`src/rtl/uart_pkg.sv`:
```
// Shared UART definitions: receiver FSM states and the default bit timing
// used by both the receive and transmit paths, so the two ends cannot drift.
package uart_pkg;

  // 115200 baud at a 100 MHz PLL clock
  localparam int CLKS_PER_BIT_DEF = 868;
  localparam int DATA_BITS_DEF    = 8;
  localparam int SYNC_STAGES_DEF  = 2;

  typedef enum logic [2:0] {
    IDLE    = 3'd0,
    START   = 3'd1,
    DATA    = 3'd2,
    STOP    = 3'd3,
    RECOVER = 3'd4
  } rx_state_t;

endpackage

```
`src/rtl/sync_ff.sv`:
```
// Multi-flop synchroniser for an asynchronous single-bit input.
// Reset value is a parameter so an idle-high line does not look like a
// falling edge when reset releases.
module sync_ff #(
  parameter int   DEPTH     = 2,
  parameter logic RESET_VAL = 1'b1
) (
  input  logic clk,
  input  logic rst,
  input  logic d,
  output logic q
);

  logic [DEPTH-1:0] chain;

  // Shift the raw input through DEPTH flops; chain[0] is the first stage
  always_ff @(posedge clk or posedge rst) begin
    if (rst) begin
      chain <= {DEPTH{RESET_VAL}};
    end else begin
      chain <= {chain[DEPTH-2:0], d};
    end
  end

  assign q = chain[DEPTH-1];

endmodule

```
`src/rtl/uart_rx_deser.sv`:
```
// 8N1 UART receiver: synchronises the pin, finds the start bit, samples each
// bit at mid-bit and offers the byte on a valid/ready stream.
//
// Stream handshake: data_valid is raised with data_out holding a byte; a
// transfer happens at any rising edge where data_valid && data_ready. While
// data_valid is high and data_ready is low, data_out does not change. A good
// frame arriving while the holding register is still full (and not being
// drained that same cycle) is dropped and reported by a one-cycle overrun.
//
// CLKS_PER_BIT must be >= 4, DATA_BITS in 5..8, SYNC_STAGES >= 2.
module uart_rx_deser
  import uart_pkg::*;
#(
  parameter int CLKS_PER_BIT = CLKS_PER_BIT_DEF,
  parameter int DATA_BITS    = DATA_BITS_DEF,
  parameter int SYNC_STAGES  = SYNC_STAGES_DEF
) (
  input  logic                 clk_100p0,
  input  logic                 rst,
  input  logic                 rx_in,
  output logic [DATA_BITS-1:0] data_out,
  output logic                 data_valid,
  input  logic                 data_ready,
  output logic                 framing_err,
  output logic                 overrun,
  output logic                 busy
);

  localparam int CW = $clog2(CLKS_PER_BIT);
  localparam int IW = $clog2(DATA_BITS + 1);

  // Start bit is checked half a bit after detection, then every full bit
  localparam logic [CW-1:0] HALF_LOAD = CW'(CLKS_PER_BIT / 2 - 1);
  localparam logic [CW-1:0] BIT_LOAD  = CW'(CLKS_PER_BIT - 1);
  localparam logic [IW-1:0] LAST_IDX  = IW'(DATA_BITS - 1);

  // FSM state kept as a named signal so checkers can bind to it
  rx_state_t            state;
  logic [CW-1:0]        baud_cnt;
  logic [IW-1:0]        bit_idx;
  logic [DATA_BITS-1:0] shift_reg;
  logic                 rx_s;

  sync_ff #(
    .DEPTH     (SYNC_STAGES),
    .RESET_VAL (1'b1)
  ) u_sync (
    .clk (clk_100p0),
    .rst (rst),
    .d   (rx_in),
    .q   (rx_s)
  );

  // Receive FSM, bit timing, holding register and status pulses
  always_ff @(posedge clk_100p0 or posedge rst) begin
    if (rst) begin
      state       <= IDLE;
      baud_cnt    <= '0;
      bit_idx     <= '0;
      shift_reg   <= '0;
      data_out    <= '0;
      data_valid  <= 1'b0;
      framing_err <= 1'b0;
      overrun     <= 1'b0;
      busy        <= 1'b0;
    end else begin
      framing_err <= 1'b0;
      overrun     <= 1'b0;

      // Consumer drain; a reload at good-stop below overrides this
      if (data_valid && data_ready) begin
        data_valid <= 1'b0;
      end

      case (state)
        IDLE: begin
          if (!rx_s) begin
            baud_cnt <= HALF_LOAD;
            state    <= START;
            busy     <= 1'b1;
          end
        end

        START: begin
          if (baud_cnt != '0) begin
            baud_cnt <= baud_cnt - CW'(1);
          end else if (!rx_s) begin
            baud_cnt <= BIT_LOAD;
            bit_idx  <= '0;
            state    <= DATA;
          end else begin
            // Line went back high before mid start bit: a glitch
            state <= IDLE;
            busy  <= 1'b0;
          end
        end

        DATA: begin
          if (baud_cnt != '0) begin
            baud_cnt <= baud_cnt - CW'(1);
          end else begin
            shift_reg <= {rx_s, shift_reg[DATA_BITS-1:1]};
            baud_cnt  <= BIT_LOAD;
            if (bit_idx == LAST_IDX) begin
              state <= STOP;
            end else begin
              bit_idx <= bit_idx + IW'(1);
            end
          end
        end

        STOP: begin
          if (baud_cnt != '0) begin
            baud_cnt <= baud_cnt - CW'(1);
          end else if (rx_s) begin
            // Back to IDLE at mid stop bit so an early next start is seen
            state <= IDLE;
            busy  <= 1'b0;
            if (!data_valid || data_ready) begin
              data_out   <= shift_reg;
              data_valid <= 1'b1;
            end else begin
              overrun <= 1'b1;
            end
          end else begin
            framing_err <= 1'b1;
            state       <= RECOVER;
          end
        end

        RECOVER: begin
          // A held-low (break) line yields a single framing error
          if (rx_s) begin
            state <= IDLE;
            busy  <= 1'b0;
          end
        end

        default: begin
          state <= IDLE;
          busy  <= 1'b0;
        end
      endcase
    end
  end

endmodule

```
`config.mk`:
```
export PLATFORM = sky130hd
export DESIGN_NAME = uart_rx_deser
export DESIGN_NICKNAME = d
export VERILOG_FILES = /design/src/rtl/uart_pkg.sv /design/src/rtl/sync_ff.sv /design/src/rtl/uart_rx_deser.sv
export SDC_FILE = /design/constraint.sdc
export NUM_CORES = 1
export LEC_CHECK = 0
export CORE_UTILIZATION = 55
export CTS_CLUSTER_SIZE = 30
export DETAILED_ROUTE_END_ITERATION = 12
export GPL_TIMING_DRIVEN = 0
export PLACE_DENSITY = 0.77
export RECOVER_POWER = 25
export SETUP_SLACK_MARGIN = 0.05
export SYNTH_ARGS = -nofsm -noshare
export SYNTH_HDL_FRONTEND = slang
export SYNTH_SLANG_ARGS = --single-unit
export TNS_END_PERCENT = 10
```
`constraint.sdc`:
```
create_clock -name clk_100p0 -period 2.22 [get_ports clk_100p0]
set_input_delay 0.333 -clock clk_100p0 [delete_from_list [all_inputs] [get_ports clk_100p0]]
set_output_delay 0.333 -clock clk_100p0 [all_outputs]
set_load 0.02 [all_outputs]
```
==> results of run 1 <==
==> repair_timing <==
item / 4_1_cts / 5_1_grt
endpoints found under the hold margin: 0 / 0
setup endpoints to repair: 0 / 23
gates resized for setup: 0 / 11
==> worst max-delay path, cell delays in order (launching register included) <==
cell and delay, ns:
dfrtp_2 0.46, or4_4 0.54, buf_6 0.15, a2111oi_2 0.28, or2_4 0.21, nor2_2 0.07
a221o_1 0.30
==> metal layers <==
layer / track usage, % / vias up / wire length (µm)
met2: 41.9 / 39 / 1940
met4: 10.1 / 0 / 61
li1: - / 670 / -
met5: 0 / - / 0
met1: 25.8 / 679 / 1560
met3: 4.48 / 9 / 119
==> worst min path at each step <==
stage / slack, ns / from / to / cells after the start
2_1_floorplan: 0.34 / rx_in / u_sync.chain[0] / 0
3_3_place_gp: 0.35 / u_sync.chain[0] / u_sync.chain[1] / 0
3_5_place_dp: 0.35 / u_sync.chain[0] / u_sync.chain[1] / 0
4_1_cts: 0.37 / u_sync.chain[0] / u_sync.chain[1] / 0
5_1_grt: 0.37 / u_sync.chain[0] / u_sync.chain[1] / 0
6_report: 0.37 / u_sync.chain[0] / u_sync.chain[1] / 0
==> cells in the final DEF (no fill, tap or decap), types with 2 or more instances in the layout <==
master,n
dfrtp_1,36
mux2_2,16
clkdlybuf4s50_1,13
nand2_1,12
nor2_1,10
a21oi_1,10
inv_1,9
o21ai_0,8
nor3_1,6
clkbuf_4,5
buf_6,4
nand2b_1,3
nor2b_1,3
o21ai_1,3
o22ai_1,3
ha_1,3
or3_1,2
clkbuf_1,2
o211ai_1,2
nor4_1,2
o22a_1,2
or2_2,2
a31oi_1,2
a32o_1,2
dlygate4sd3_1,2
dfstp_2,2
==> layout make-up <==
type | count | area (µm²)
plain buffers | 6 | 52.6
well taps | 44 | 55.1
clock inverters | 2 | 35.0
multi-input cells | 119 | 861
inverters | 9 | 33.8
repair buffers | 16 | 155
flip-flops and latches | 39 | 980
fillers | 239 | 955
clock buffers | 6 | 51.3
==> kinds of logic (layout without fill, tap and decap cells) <==
group | count (synthesis) | count (layout) | share of synthesized area, %
adders and majority gates | 4 | 4 | 2.50
xor gates and xnor gates | 1 | 1 | 0.460
muxes | 16 | 16 | 9.47
and+or+nand+nor | 53 | 53 | 15.4
buffers and inverters | 15 | 39 | 4.21
AOI/OAI and AO/OA | 45 | 45 | 16.6
DFF | 39 | 39 | 51.4
==> where the power goes <==
group / internal, W / leakage [nW] / switching, W
registers: 0.000714 / 0.511 / 0.00000206
logic: 0.00000624 / 0.439 / 0.0000166
clock network: 0.000266 / 0.0482 / 0.000234
==> through the flow <==
step / std cells / TNS [ns]
after global placement: 232 / 0
after global routing: 241 / -0.00743
final: 241 / 0
after CTS: 241 / 0
after detailed placement: 233 / 0
after floorplan: 173 / 0
==> impl_results.md, run 1 <==
* Initial core utilization at 59.9%
* Top cells by area, synth: dfrtp_1 49%, mux2_2 9.5%, o21ai_0 2.9%, dfstp_2 2.8%, a21oi_1 2.6%
* Power Density at about 560 nW/µm²
* P&R area growth vs syn at 16.8%
* Slew Viols, Final at 0
* Hold buffer count at CTS at 0
* Crit Reg-Reg Startpoint: baud_cnt[4]
* Max-slew headroom at around two fifths
* R2R Path End: baud_cnt[3]
* Count of cell types in the netlist at 49
* Max-Cap Viols at 0
* DR pass1 iterations at 4
* Synth cell count leaders: 37 x dfrtp_1, 16 x mux2_2, 12 x nand2_1
* Synth warn at 0
* Pwr Total at 0.00124 W
* Hold WS at between 0.3 and 0.4 ns
* Routed Antenna Nets at 0
* Final nets at roughly 200
* Ant. Diodes at 0
* Largest net degree at the start of global routing at 27
* Post-DP HPWL at about 2.7 mm
* Mapped Cells at ~170
* Biggest area consumer among synthesized cells: dfrtp_1
* TritonCTS clock tree: yes
* Post-synthesis register bit count at 39
* Worst reg2reg path depth at 6
* # Post-CTS Setup Buffers at 0
* Pre-CTS WS at 0.0801 ns
* Die extent in x at around 60 µm
* Post-synth top area share at between 40% and 50%
* Post-DR wirelength/cell at roughly 15 µm
* Post-synthesis sequential area ratio at between 50% and 60%
* Max FFs per register at 10
* Endpoints failing hold at 0
* Post-synthesis cell area at roughly 1900 µm²
* Min-Delay Path Class: flip-flop to flip-flop
* Final setup fails at 0
* Overflow after GRT at 0
* Share of layout cells above drive strength 1 at approximately 23%
* Final wirelength at 3.68 mm
* CP startpoint kind: flip-flop
* EDFF count, synth at 0
* DIE AREA at roughly 3700 µm²
* Most frequent cell after synthesis: dfrtp_1
* Vias per inst at approximately 5.8
* Crit Path Category: flip-flop to flip-flop
* Clock Sinks at 39
* Largest fanout on the critical path at 6
* Outcome: completed
* Gpl congestion at between 0.8 and 0.9
* Clk_skew at 0.00936 ns
* Peak supply drop at 340 µV
* Total core area at ~3200 µm²
* DR vias at about 1400
* Worst Path Arrival at 2.35 ns
* Chip height at between 60 and 70 µm
* Vias in the first global route at ~1400
* Ys async rst share at 100%
* Leak at roughly 1 nW
* CTS max path bufs at 2
* CTS Buf Count at 5
* Port Buffers at 15
* Reg2reg setup slack at about 0.11 ns
* Critical Path Start: baud_cnt[4]
* Worst Setup EP: baud_cnt[3]
* Clock Latency Late Sink at about 0.34 ns
* RSZ-0062 raised after global routing: true
* Main synth FF type: dfrtp_1
* CTS clk-pin slew, worst paths at around 0.12 ns
* Shortest period the worst path allows at roughly 2.1 ns
* Final instance area at about 2200 µm²
* Root buf cell: clkbuf_4
* I/O pins at 16
* Initial drt markers at between 90 and 100
* Critical path required time at approximately 2.5 ns
* Avg Cell Area, Syn at approximately 11 µm²
* Least-Margin Pin Slew at a little over 0.9 ns
* First-pass GRT wire length at a little over 6 mm
* Tot GR Track Use at a little under a quarter
* Final Util at a little over two thirds
* Area of placed instances at between 2000 and 2500 µm²
* Fmax at around 0.47 GHz
* H-tree levels at 2
* Post-route DRC violation count at 0
* Endpoint type of the worst setup path: flip-flop
* Worst setup margin at around 0.11 ns
* Initial antenna violation count at 0
* Mapped Nets at between 150 and 200
* Num rows at 20
* Final worst path period share at between 90% and 100%
(Power assumes the default switching activity.)
==> inputs of run 2 (changes only) <==
- SLEW_MARGIN: default -> 20
==> run 2 against run 1 <==
Critical path depth stayed put; wire length is 4.3% lower; clock-buffer cell count is 1 lower; first-iteration DRC count is 1.0% higher; core utilization is 0.47 points higher; global-route usage is 1.1 points lower; die area stayed put; via count is 0.86% higher; clock power is 18% higher; sequential power hardly changed; cell area is 0.68% higher; setup slack better by 0.025 ns; critical path type unchanged; largest power group unchanged; highest routed layer unchanged.
==> impl_results.md, run 2 (same netlist as run 1, synthesis figures left out) <==
* Endpoints failing hold at 0
* Total core area at about 3200 µm²
* Pre-CTS WS at 0.0334 ns
* Clock Sinks at 39
* Max-Cap Viols at 0
* Critical path required time at 2.46 ns
* CTS clk-pin slew, worst paths at around 0.12 ns
* Chip height at between 60 and 70 µm
* Overflow after GRT at 0
* Metal-1 WL at 1.55 mm
* Clock Latency Late Sink at roughly 0.35 ns
* TritonCTS clock tree: yes
* P&R area growth vs syn at 17.6%
* DIE AREA at roughly 3700 µm²
* Non-Filler Instances at 240
* Post-Place Cells at between 200 and 250
* Endpoint type of the worst setup path: flip-flop
* Initial antenna violation count at 0
* First-pass GRT wire length at 5.84 mm
* Hold Path Cell Cnt at 0
* DR pass1 iterations at 4
* Outcome: completed
* Worst Path Arrival at roughly 2.3 ns
* Endpoint, Worst Hold: u_sync.chain[1]
* Final worst path period share at a little over nine tenths
* Post-DP HPWL at 2.50 mm
* RSZ-0062 raised after global routing: false
* Reg2reg setup slack at roughly 0.13 ns
* DR vias at 1409
* Tot GR Track Use at a little over a fifth
* Least-Margin Pin Slew at ~1.4 ns
* Setup TNS at 0 ns
* Final nets at between 200 and 250
* Most frequent cells in the layout: 36 x dfrtp_1, 16 x mux2_2, 13 x clkdlybuf4s50_1
* CTS Buf Count at 5
* Hold_sp: u_sync.chain[0]
* Clk_skew at about 0.0043 ns
* Final setup fails at 0
* Leak at ~1 nW
* Largest net degree at the start of global routing at 40
* Initial core utilization at approximately 60%
* Vias in the first global route at between 1000 and 1500
* Hold buffer count at CTS at 0
* Shortest period the worst path allows at between 2 and 2.5 ns
* Min-Delay Path Class: flip-flop to flip-flop
* Power Density at slightly below 600 nW/µm²
* CTS max path bufs at 2
* Root buf cell: clkbuf_4
* Slew Viols, Final at 0
* Hold WS at approximately 0.37 ns
* Peak supply drop at between 300 and 400 µV
* Routed Antenna Nets at 0
* Vias per inst at slightly below 6
* Worst setup margin at approximately 0.13 ns
* I/O pins at 16
* Initial drt markers at between 90 and 100
* Fill count at 239
* Ant. Diodes at 0
* R2R Path End: baud_cnt[3]
* Pwr Total at between 0.001 and 0.0015 W
* Crit Path Category: flip-flop to flip-flop
* Gpl congestion at just over 0.8
* Fmax at 0.479 GHz
* Max layer used: met4
* Final wirelength at around 3.5 mm
* Crit Reg-Reg Startpoint: baud_cnt[4]
* Share of layout cells above drive strength 1 at between 20% and 30%
* CP startpoint kind: flip-flop
* Die extent in x at approximately 60 µm
* Port Buffers at 15
* Largest fanout on the critical path at 6
* Post-route DRC violation count at 0
* Num rows at 20
* Post-DR wirelength/cell at roughly 15 µm
* Most common cell after layout, fill and taps aside: dfrtp_1
* Max FFs per register at 10
* Max-slew headroom at 6.68%
* Routed wl met3 at 82 µm
* H-tree levels at 2
* Met2 routed WL at 1.83 mm
* Worst reg2reg path depth at 6
-- run 2: per-stage QoR --
| step | util, % | cell area [µm²] |
|---|---|---|
| after floorplan | - | 1900 |
| after global placement | 66.3 | 2110 |
| after detailed placement | 66.3 | 2110 |
| after CTS | 69.6 | 2210 |
| after global routing | 70.4 | 2240 |
| final | 70.4 | 2240 |
-- run 2: repair_timing --
| item | CTS | global route |
|---|---|---|
| gates resized for setup | 1 | 9 |
| buffers inserted | 0 | 0 |
| endpoints found under the setup margin | 1 | 18 |
| pin swaps | 0 | 3 |
-- run 2: power breakdown --
part	internal (W)	switching (W)
registers	0.000714	0.00000206
logic	0.00000566	0.0000162
clock network	0.000350	0.000239
total	0.00107	0.000257
-- run 2: layout make-up --
| class | instances | area [µm²] | share of cell area, % |
|---|---|---|---|
| multi-input combinational | 119 | 862 | 38.5 |
| inverter | 9 | 33.8 | 1.51 |
| clock inverter | 3 | 67.6 | 3.02 |
| timing repair buffer | 15 | 150 | 6.71 |
| buffer | 6 | 52.6 | 2.35 |
| sequential | 39 | 980 | 43.8 |
| clock buffer | 5 | 37.5 | 1.68 |
| tap | 44 | 55.1 | 2.46 |
-- run 2: routing by layer --
metal	vias up	global-route usage, %
li1	665	-
met1	712	24.5
met2	27	39.9
met3	5	3.84
met4	0	10.4
met5	-	0
-- run 2: worst max path at each step --
| stage | from | to | cells past startpoint | slack [ns] |
|---|---|---|---|---|
| after floorplan | baud_cnt[4] | baud_cnt[3] | 6 | 0.23 |
| after global placement | baud_cnt[4] | baud_cnt[3] | 6 | 0.13 |
| after detailed placement | baud_cnt[4] | bit_idx[2] | 7 | 0.03 |
| after CTS | baud_cnt[4] | bit_idx[2] | 7 | 0.07 |
| after global routing | baud_cnt[4] | baud_cnt[3] | 6 | 0.04 |
| final | baud_cnt[4] | baud_cnt[3] | 6 | 0.13 |
-- run 2: critical path, cell delays in order (launching register included) --
cell and delay [ns]:
dfrtp_2 0.45, or4_4 0.54, buf_6 0.15, a2111oi_2 0.27, or2_4 0.20, nor2_2 0.07
a221o_1 0.29
